--- src/rtl/bigmul_pkg.sv ---
// Shared definitions for the big-integer multiplier slice: operand geometry,
// loader state encoding and beat-counter field layout.
package bigmul_pkg;

  localparam int unsigned NWORDS = 64;            // words per operand
  localparam int unsigned WORD_W = 64;            // operand word width
  localparam int unsigned NDIAGS = 2*NWORDS - 1;  // partial-product diagonals
  localparam int unsigned IN_W   = 32;            // loader input beat width
  localparam int unsigned BPW    = WORD_W / IN_W; // beats per word
  localparam int unsigned NBEATS = 2*NWORDS*BPW;  // beats per A+B frame
  localparam int unsigned ADDR_W = $clog2(NWORDS);
  localparam int unsigned BCNT_W = $clog2(NBEATS);

  // Beat-counter fields: [0] half select, [6:1] word address, [7] operand.
  localparam int unsigned BC_HALF_BIT  = 0;
  localparam int unsigned BC_ADDR_LSB  = 1;
  localparam int unsigned BC_OPSEL_BIT = BCNT_W - 1;

  typedef enum logic [2:0] {
    ST_IDLE,
    ST_LOAD,
    ST_KICK,
    ST_WAIT_BUSY,
    ST_WAIT_DONE
  } loader_state_e;

  typedef enum logic {
    OP_A = 1'b0,
    OP_B = 1'b1
  } operand_e;

endpackage

--- src/rtl/bigmul_operand_loader_if.sv ---
// Framed valid/ready beat stream feeding the operand loader.
interface bigmul_operand_loader_if #(
  parameter int unsigned IN_W = bigmul_pkg::IN_W
) ();
  logic            valid;
  logic            ready;
  logic [IN_W-1:0] data;
  logic            last;

  modport master (output valid, output data, output last, input  ready);
  modport slave  (input  valid, input  data, input  last, output ready);
endinterface

--- src/rtl/bigmul_word_packer.sv ---
// Packs beat pairs into 64-bit words and issues a registered one-cycle write
// strobe to the A or B operand cache together with address and data.
module bigmul_word_packer #(
  parameter int unsigned IN_W   = 32,
  parameter int unsigned ADDR_W = 6
) (
  input  logic              clk,
  input  logic              rstn,
  input  logic              beat_en,
  input  logic              half,
  input  logic [ADDR_W-1:0] addr,
  input  logic              opsel,
  input  logic [IN_W-1:0]   data,
  output logic              wr_a_en,
  output logic              wr_b_en,
  output logic [ADDR_W-1:0] wr_addr,
  output logic [2*IN_W-1:0] wr_data
);
  import bigmul_pkg::*;

  logic [IN_W-1:0] lo_q;

  // Latch the low half on even beats; emit the packed word on odd beats.
  always_ff @(posedge clk) begin
    if (!rstn) begin
      lo_q    <= '0;
      wr_a_en <= 1'b0;
      wr_b_en <= 1'b0;
      wr_addr <= '0;
      wr_data <= '0;
    end else begin
      wr_a_en <= 1'b0;
      wr_b_en <= 1'b0;
      if (beat_en) begin
        if (!half) begin
          lo_q <= data;
        end else begin
          wr_a_en <= (opsel == OP_A);
          wr_b_en <= (opsel == OP_B);
          wr_addr <= addr;
          wr_data <= {data, lo_q};
        end
      end
    end
  end

endmodule

--- src/rtl/bigmul_operand_loader.sv ---
// Loads the A and B operand caches from a framed beat stream, then kicks the
// multiplier and reports completion of the whole load+multiply job.
module bigmul_operand_loader #(
  parameter int unsigned NWORDS = 64,
  parameter int unsigned IN_W   = 32
) (
  input  logic                      clk,
  input  logic                      rstn,
  input  logic                      go,
  bigmul_operand_loader_if.slave    s,
  output logic                      wr_a_en,
  output logic                      wr_b_en,
  output logic [$clog2(NWORDS)-1:0] wr_addr,
  output logic [63:0]               wr_data,
  output logic                      mul_start,
  input  logic                      mul_busy,
  input  logic                      mul_done,
  output logic                      job_done,
  output logic                      frame_err,
  output logic                      loader_busy
);
  import bigmul_pkg::*;

  localparam int unsigned BPW      = 64 / IN_W;
  localparam int unsigned NBEATS   = 2 * NWORDS * BPW;
  localparam int unsigned AW       = $clog2(NWORDS);
  localparam int unsigned CW       = $clog2(NBEATS);

  loader_state_e   state_q, state_d;
  logic [CW-1:0]   bcnt_q, bcnt_d;
  logic            err_q, err_d;
  logic            start_d, done_d;
  logic            ready, accept, is_last, beat_en;

  assign ready       = (state_q == ST_LOAD);
  assign s.ready     = ready;
  assign accept      = s.valid & ready;
  assign is_last     = (bcnt_q == CW'(NBEATS - 1));
  assign frame_err   = err_q;
  assign loader_busy = (state_q != ST_IDLE);

  // State, beat counter, sticky error and the registered pulse outputs.
  always_ff @(posedge clk) begin
    if (!rstn) begin
      state_q   <= ST_IDLE;
      bcnt_q    <= '0;
      err_q     <= 1'b0;
      mul_start <= 1'b0;
      job_done  <= 1'b0;
    end else begin
      state_q   <= state_d;
      bcnt_q    <= bcnt_d;
      err_q     <= err_d;
      mul_start <= start_d;
      job_done  <= done_d;
    end
  end

  // Next-state, framing checks and pulse requests.
  always_comb begin
    state_d = state_q;
    bcnt_d  = bcnt_q;
    err_d   = err_q;
    start_d = 1'b0;
    done_d  = 1'b0;
    beat_en = 1'b0;
    unique case (state_q)
      ST_IDLE: begin
        if (go) begin
          state_d = ST_LOAD;
          bcnt_d  = '0;
          err_d   = 1'b0;
        end
      end
      ST_LOAD: begin
        if (accept) begin
          // A framing fault drops the beat, so a half-built word is never written.
          if (s.last != is_last) begin
            err_d   = 1'b1;
            state_d = ST_IDLE;
          end else begin
            beat_en = 1'b1;
            bcnt_d  = bcnt_q + 1'b1;
            if (is_last) state_d = ST_KICK;
          end
        end
      end
      ST_KICK: begin
        if (!mul_busy) begin
          start_d = 1'b1;
          state_d = ST_WAIT_BUSY;
        end
      end
      ST_WAIT_BUSY: begin
        // Ignore any mul_done left over from the previous job until busy is seen.
        if (mul_busy) state_d = ST_WAIT_DONE;
      end
      ST_WAIT_DONE: begin
        if (mul_done && !mul_busy) begin
          done_d  = 1'b1;
          state_d = ST_IDLE;
        end
      end
      default: state_d = ST_IDLE;
    endcase
  end

  bigmul_word_packer #(
    .IN_W   (IN_W),
    .ADDR_W (AW)
  ) u_packer (
    .clk     (clk),
    .rstn    (rstn),
    .beat_en (beat_en),
    .half    (bcnt_q[BC_HALF_BIT]),
    .addr    (bcnt_q[BC_ADDR_LSB +: AW]),
    .opsel   (bcnt_q[BC_OPSEL_BIT]),
    .data    (s.data),
    .wr_a_en (wr_a_en),
    .wr_b_en (wr_b_en),
    .wr_addr (wr_addr),
    .wr_data (wr_data)
  );

endmodule

--- src/flat_wrapper.sv ---
// flat-port wrapper written by rule: the top's interface ports become plain ports
module bigmul_operand_loader_flat import bigmul_pkg::*;
#(
  parameter int unsigned NWORDS = 64,
  parameter int unsigned IN_W   = 32
)
  (clk, rstn, go, wr_a_en, wr_b_en, wr_addr, wr_data, mul_start, mul_busy, mul_done, job_done, frame_err, loader_busy, s_valid, s_data, s_last, s_ready);
  bigmul_operand_loader_if #(.IN_W(IN_W)) s_i ();
  input  logic clk;
  input  logic rstn;
  input  logic go;
  output logic wr_a_en;
  output logic wr_b_en;
  output logic [$clog2(NWORDS)-1:0] wr_addr;
  output logic [63:0] wr_data;
  output logic mul_start;
  input  logic mul_busy;
  input  logic mul_done;
  output logic job_done;
  output logic frame_err;
  output logic loader_busy;
  input wire logic [$bits(s_i.valid)-1:0] s_valid;
  input wire logic [$bits(s_i.data)-1:0] s_data;
  input wire logic [$bits(s_i.last)-1:0] s_last;
  output wire logic [$bits(s_i.ready)-1:0] s_ready;
  assign s_i.valid = s_valid;
  assign s_i.data = s_data;
  assign s_i.last = s_last;
  assign s_ready = s_i.ready;
  bigmul_operand_loader #(.NWORDS(NWORDS), .IN_W(IN_W)) u_core (.clk(clk), .rstn(rstn), .go(go), .s(s_i), .wr_a_en(wr_a_en), .wr_b_en(wr_b_en), .wr_addr(wr_addr), .wr_data(wr_data), .mul_start(mul_start), .mul_busy(mul_busy), .mul_done(mul_done), .job_done(job_done), .frame_err(frame_err), .loader_busy(loader_busy));
endmodule
--- config.mk ---
export PLATFORM = sky130hd
export DESIGN_NAME = bigmul_operand_loader_flat
export DESIGN_NICKNAME = d
export VERILOG_FILES = /design/src/rtl/bigmul_pkg.sv /design/src/rtl/bigmul_operand_loader_if.sv /design/src/rtl/bigmul_word_packer.sv /design/src/rtl/bigmul_operand_loader.sv /design/src/flat_wrapper.sv
export SDC_FILE = /design/constraint.sdc
export NUM_CORES = 1
export LEC_CHECK = 0
export ABC_AREA = 1
export CORE_MARGIN = 2
export CORE_UTILIZATION = 25
export CTS_CLUSTER_SIZE = 16
export DETAILED_ROUTE_END_ITERATION = 16
export HOLD_SLACK_MARGIN = 0.03
export RECOVER_POWER = 50
export SLEW_MARGIN = 10
export SYNTH_ARGS = -nofsm -noshare
export SYNTH_HDL_FRONTEND = slang
export SYNTH_HIERARCHICAL = 1
export SYNTH_SLANG_ARGS = --single-unit
--- constraint.sdc ---
create_clock -name clk -period 2.2 [get_ports clk]
set_input_delay 0.22 -clock clk [delete_from_list [all_inputs] [get_ports clk]]
set_output_delay 0.22 -clock clk [all_outputs]
set_load 0.02 [all_outputs]
* Word level (Yosys, flattened, before mapping)
Index checks and enable logic that the tools add are counted.
Word-level totals: bits in registers 118, input bits 39, output and inout port bits 77, logic and storage cells 62
Operators by class: add/subtract/negate cells 1, eq/ne operators 14, multiplexer cells 21, bitwise logic cells 3, reductions and logical operators 13
Operator list (number):
- $mux 8 | 3
- $mux 3 | 7
- $pmux 8 s2 | 1
- $pmux 3 s5 | 1
- $ne 2x2->1 const B | 6
- $add 8x1->8 const B | 1
- $eq 8x8->1 const B | 1
- $mux 1 | 8
- $reduce_and 2->1 | 4
- $reduce_and 4->1 | 2
- $eq 3x2->1 const B | 2
- $reduce_and 6->1 | 1
- $eq 3x1->1 const B | 1
- $eq 3x3->1 const B | 1
- $logic_not 3->1 | 1
- $ne 3x3->1 const B | 1
- $reduce_and 3->1 | 1
- $reduce_bool 3->1 | 1
- $ne 2x1->1 const B | 1
- $not 1->1 | 2
- $pmux 1 s2 | 1
- $reduce_bool 2->1 | 1
- $and 1x1->1 | 1
- $logic_and 1x1->1 | 1
- 2 further kinds | 2

* Longest topological paths before layout
depth after elaboration 6, depth in mapped cells 13, gate-level depth less buffers 11

* Modules after synthesis
Netlist, hierarchy kept.
By module, submodules not included:
- bigmul_word_packer | times used 1, cells an instance 525, area an instance 4369.2 µm², seq. area each 2082.0 µm²
- bigmul_operand_loader | times used 1, cells an instance 149, area an instance 920.9 µm², seq. area each 280.3 µm²

* Least setup slack after synthesis
OpenSTA, ideal clock, no wires.
path kind flip-flop to flip-flop, start register u_core.bcnt_q[1], end register u_core.u_packer.lo_q[1], setup time 0.113 ns, data arrival time 1.753 ns, data required time 2.087 ns, setup slack 0.334 ns, stages on the path, launching flop included 13, path buffers 2, clock period less this slack 1.866 ns, cell sequence dfxtp_1 -> ha_1 -> nand2_1 -> nor2_2 -> nand2_1 -> nand2_1 -> nand3_2 -> nor2_1 -> buf_4 -> clkbuf_1 -> nand3_1 -> nand2_1 -> nor2_1
On the way: word-level cells in the longest chain between the ends 6
Ends and longest elaborated chain:
- start: declaration | line bigmul_operand_loader.sv:30 | logic [CW-1:0] bcnt_q, bcnt_d;
- start signal: assignment | line bigmul_operand_loader.sv:52 | bcnt_q <= bcnt_d;
- $eq 8x8->1 | line bigmul_operand_loader.sv:38 | assign is_last = (bcnt_q == CW'(NBEATS - 1));
- $ne 1x1->1 | line bigmul_operand_loader.sv:78 | if (s.last != is_last) begin
- $mux 1 | line bigmul_operand_loader.sv:78
- $mux 1 | line bigmul_operand_loader.sv:76 | if (accept) begin
- $mux 1 | line bigmul_operand_loader.sv:67 | unique case (state_q)
- net u_core.beat_en | line bigmul_operand_loader.sv:33 | logic ready, accept, is_last, beat_en;
- $reduce_and 2->1 (no line)
- end signal: assignment | line bigmul_word_packer.sv:36 | lo_q <= data;
- end: declaration | line bigmul_word_packer.sv:21 | logic [IN_W-1:0] lo_q;
The timed path passes the listed nets, and every way through them passes these cells. A chain may end at the register's enable or synchronous reset.

* Worst setup path in the final report
start register u_core.bcnt_q[0], end register u_core.u_packer.lo_q[15]
Same word-level chain as after synthesis.

==> impl_metrics.json <==
{
  "period_minus_slack_ns": 2.005,
  "yosysWarningCount": 6,
  "stdcell_area_um2": 7238,
  "synth.area.mux_share_pct": 0,
  "total_power_uw": 6056,
  "io_buffers": 115,
  "mappedNetlistArea_um2": 5290,
  "slew_viol_final": 0,
  "die-height_um": 149.5,
  "synthCells": 674,
  "cpMostUsedCell": "nand2_1",
  "most-common-layout-cells": "149 x nand2_1, 117 x dfxtp_1, 81 x nor2_1",
  "synth_top_family_by_area": "simple AND/OR/NAND/NOR gates",
  "peakVddDrop_mv": 0.4654,
  "final_common_cell": "nand2_1",
  "io_pins": 116,
  "placed_cell_area_um2": 6668,
  "start_kind": "register",
  "num_vias": 4613,
  "cts_tree": "done",
  "worst-setup-path-type": "register to register",
  "cts_buffers": 17,
  "globalplace.congestion": 0.8257,
  "dp_hpwl_mm": 9.137,
  "min_path_type": "input port to register",
  "switching_share_pct": 29.28,
  "clkPwrFrac_pct": 45.7,
  "status": "finished, final reports clean",
  "die_area_um2": 22340,
  "cp-end-kind": "register",
  "clk_pin_slew_worst_paths_ns": 0.06,
  "tns_ns": 0,
  "area_growth_pct": 36.83,
  "fin_cells": 1069,
  "cts_max_path_buffers": 2,
  "dpl.cell_count": 1037,
  "nets": 821,
  "relSlewSlack_pct": 61.34,
  "synthDistinctLibCells": 27,
  "p_int_uw": 4283,
  "insertedDiodeCount": 0,
  "start_util_pct": 25.32,
  "cts_sinks": 118,
  "via_per_inst": 4.315,
  "fmax_mhz": 498.7,
  "critPathArrivalTime_ns": 2.31,
  "yosys.area_share.simple_pct": 34.70,
  "syn_nets": 714,
  "drt_iter0_drc": 208,
  "clk_latency_ns": 0.41,
  "post-route-drc-count": 0,
  "antenna_found_initial": 0,
  "ys_seq_area_share_pct": 44.65,
  "die_x_um": 149.5,
  "cts_root_buf": "clkbuf_16",
  "overflow": 0,
  "slowest_delay_ns": 0.35,
  "cp_slowest_cell": "dfxtp_4",
  "worst_slack_ns": 0.1948,
  "h-tree-depth": 4,
  "routedWlPerCell_um": 13.31,
  "cts_hold_buf": 0,
  "rsz0062_at_grt": "no",
  "finalSetupViolations": 0,
  "cp_cell_sequence": "ha_1, nand2_1, nor2_4, nand2_1, nand2_1, nand3_2, nor2_4, buf_12, nand3_1, nand2_1, nor2_1",
  "grt_max_degree": 63,
  "synth-xor-area-share_pct": 0,
  "cp.required_ns": 2.50,
  "p_comb_share_pct": 15.9,
  "coreArea_um2": 20890,
  "pwr-share-seq_pct": 38.4,
  "first_pass_iters": 4,
  "routed_wl_mm": 14.23,
  "clock_skew_ns": 0.007732,
  "globalRouteTotalUtil_pct": 13.17,
  "hold_viol_final": 0,
  "crit_path_max_fanout": 51,
  "grt_pass1_vias": 4482,
  "drv_cap": 0,
  "grt_pass1_wl_mm": 23.23,
  "dp_slack_ns": 0.1367,
  "p_leak_uw": 0.002845,
  "synth_compound_area_share_pct": 10.60,
  "power_density_nw_per_um2": 836.7,
  "synth_area_per_cell_um2": 7.849,
  "finalCritPeriodShare_pct": 91.15,
  "rows": 53,
  "p_sw_uw": 1773,
  "drive_gt1_share_pct": 18.39,
  "postRouteAntennaNets": 0,
  "tightest_slew_ns": 0.5799,
  "ys_ff_latch": 118,
  "synth_fa_ha_area_share_pct": 0.2365
}
==> critical path: cells and delay by family (launching register included) <==
| family | cells | cell delay [ns] |
|---|---|---|
| buffers and inverters | 1 | 0.31 |
| adder cells (fa/ha/maj) | 1 | 0.16 |
| AND/OR/NAND/NOR | 9 | 1.04 |
| flip-flops | 1 | 0.35 |
==> power by group through the flow <==
| stage | combinational, uW | sequential (uW) | clock [uW] |
|---|---|---|---|
| global placement | 1010 | 2380 | 0 |
| CTS | 1010 | 2330 | 2850 |
| floorplan | 722 | 2370 | 0 |
| finish | 963 | 2330 | 2770 |
| global route | 1100 | 2340 | 2940 |
| detailed placement | 1010 | 2380 | 0 |
==> worst paths after layout <==
| path | from | depth (start not counted) | endpoint | slack, ns |
|---|---|---|---|---|
| min reg2reg | u_core/u_packer/wr_data[33] | 2 | u_core/u_packer/wr_data[33] | 0.46 |
| min | rstn | 3 | u_core/state_q[0] | 0.08 |
| max reg2reg | u_core/bcnt_q[0] | 11 | u_core/u_packer/lo_q[15] | 0.19 |
| max | u_core/bcnt_q[0] | 11 | u_core/u_packer/lo_q[15] | 0.19 |
==> layout make-up <==
cell class	instances	area, um2
clock buffer	18	439.2
clock inverter	14	151.4
fill	2235	13650
inverter	59	222.7
multi-input combinational	452	2399
sequential	118	2366
tap	275	344.1
timing repair buffer	133	1316
==> stage by stage <==
step	hold WS, ns	util [%]
2_1_floorplan	0.2980	-
6_report	0.08084	34.65
4_1_cts	0.05830	34.75
5_1_grt	0.07974	34.65
3_5_place_dp	0.4540	31.92
3_3_place_gp	0.4495	31.92
==> synthesized netlist by cell type <==
master	count	area (um2)
buf_1	2	7.510
clkinv_1	1	3.750
nand4_1	4	25.02
buf_4	7	52.55
a21oi_1	38	190.2
nand3b_1	1	7.510
inv_1	52	195.2
nand2_4	1	11.26
nor3b_1	2	15.01
nand3_1	79	395.4
clkbuf_1	6	22.52
dfxtp_1	118	2362
nor2_1	80	300.3
a21oi_2	40	350.3
buf_2	19	95.09
o21ai_0	4	20.02
clkbuf_4	1	7.510
nand2_2	2	12.51
nor2_2	3	18.77
nor2_4	3	33.78
inv_2	6	22.52
nand2_1	148	555.5
nor3_1	3	15.01
ha_1	1	12.51
nand3_2	41	410.4
buf_6	10	112.6
nand3_4	2	35.03
==> kinds of logic (layout without fill, tap and decap cells) <==
kind of cell | after synthesis | after routing
simple gates | 369 | 369
flops | 118 | 118
buf+inv | 104 | 224
compound gates | 82 | 82
fa+ha+maj | 1 | 1
==> registers in the layout, indices dropped and copies added, names as in the netlist <==
signal / count
u_core/u_packer/wr_b_en: 1
u_core/bcnt_q: 8
u_core/state_q: 3
u_core/job_done: 1
u_core/u_packer/wr_data: 64
u_core/u_packer/wr_a_en: 1
u_core/u_packer/wr_addr: 6
u_core/frame_err: 1
u_core/mul_start: 1
u_core/u_packer/lo_q: 32
==> metal layers <==
metal / share of wire [%] / up-vias / GRT usage [%]
met1: 49 / 2142 / 17.71
met5: 0 / - / 0
met4: 0.65 / 0 / 3.095
met3: 5.0 / 6 / 4.116
met2: 45 / 86 / 20.62
li1: - / 2379 / -
==> timing repair <==
item | 4_1_cts | 5_1_grt
endpoints found under the setup margin | 0 | 4
setup buffers | 0 | 0
gates resized for setup | 0 | 4
Power figures use the tool's default switching activity.
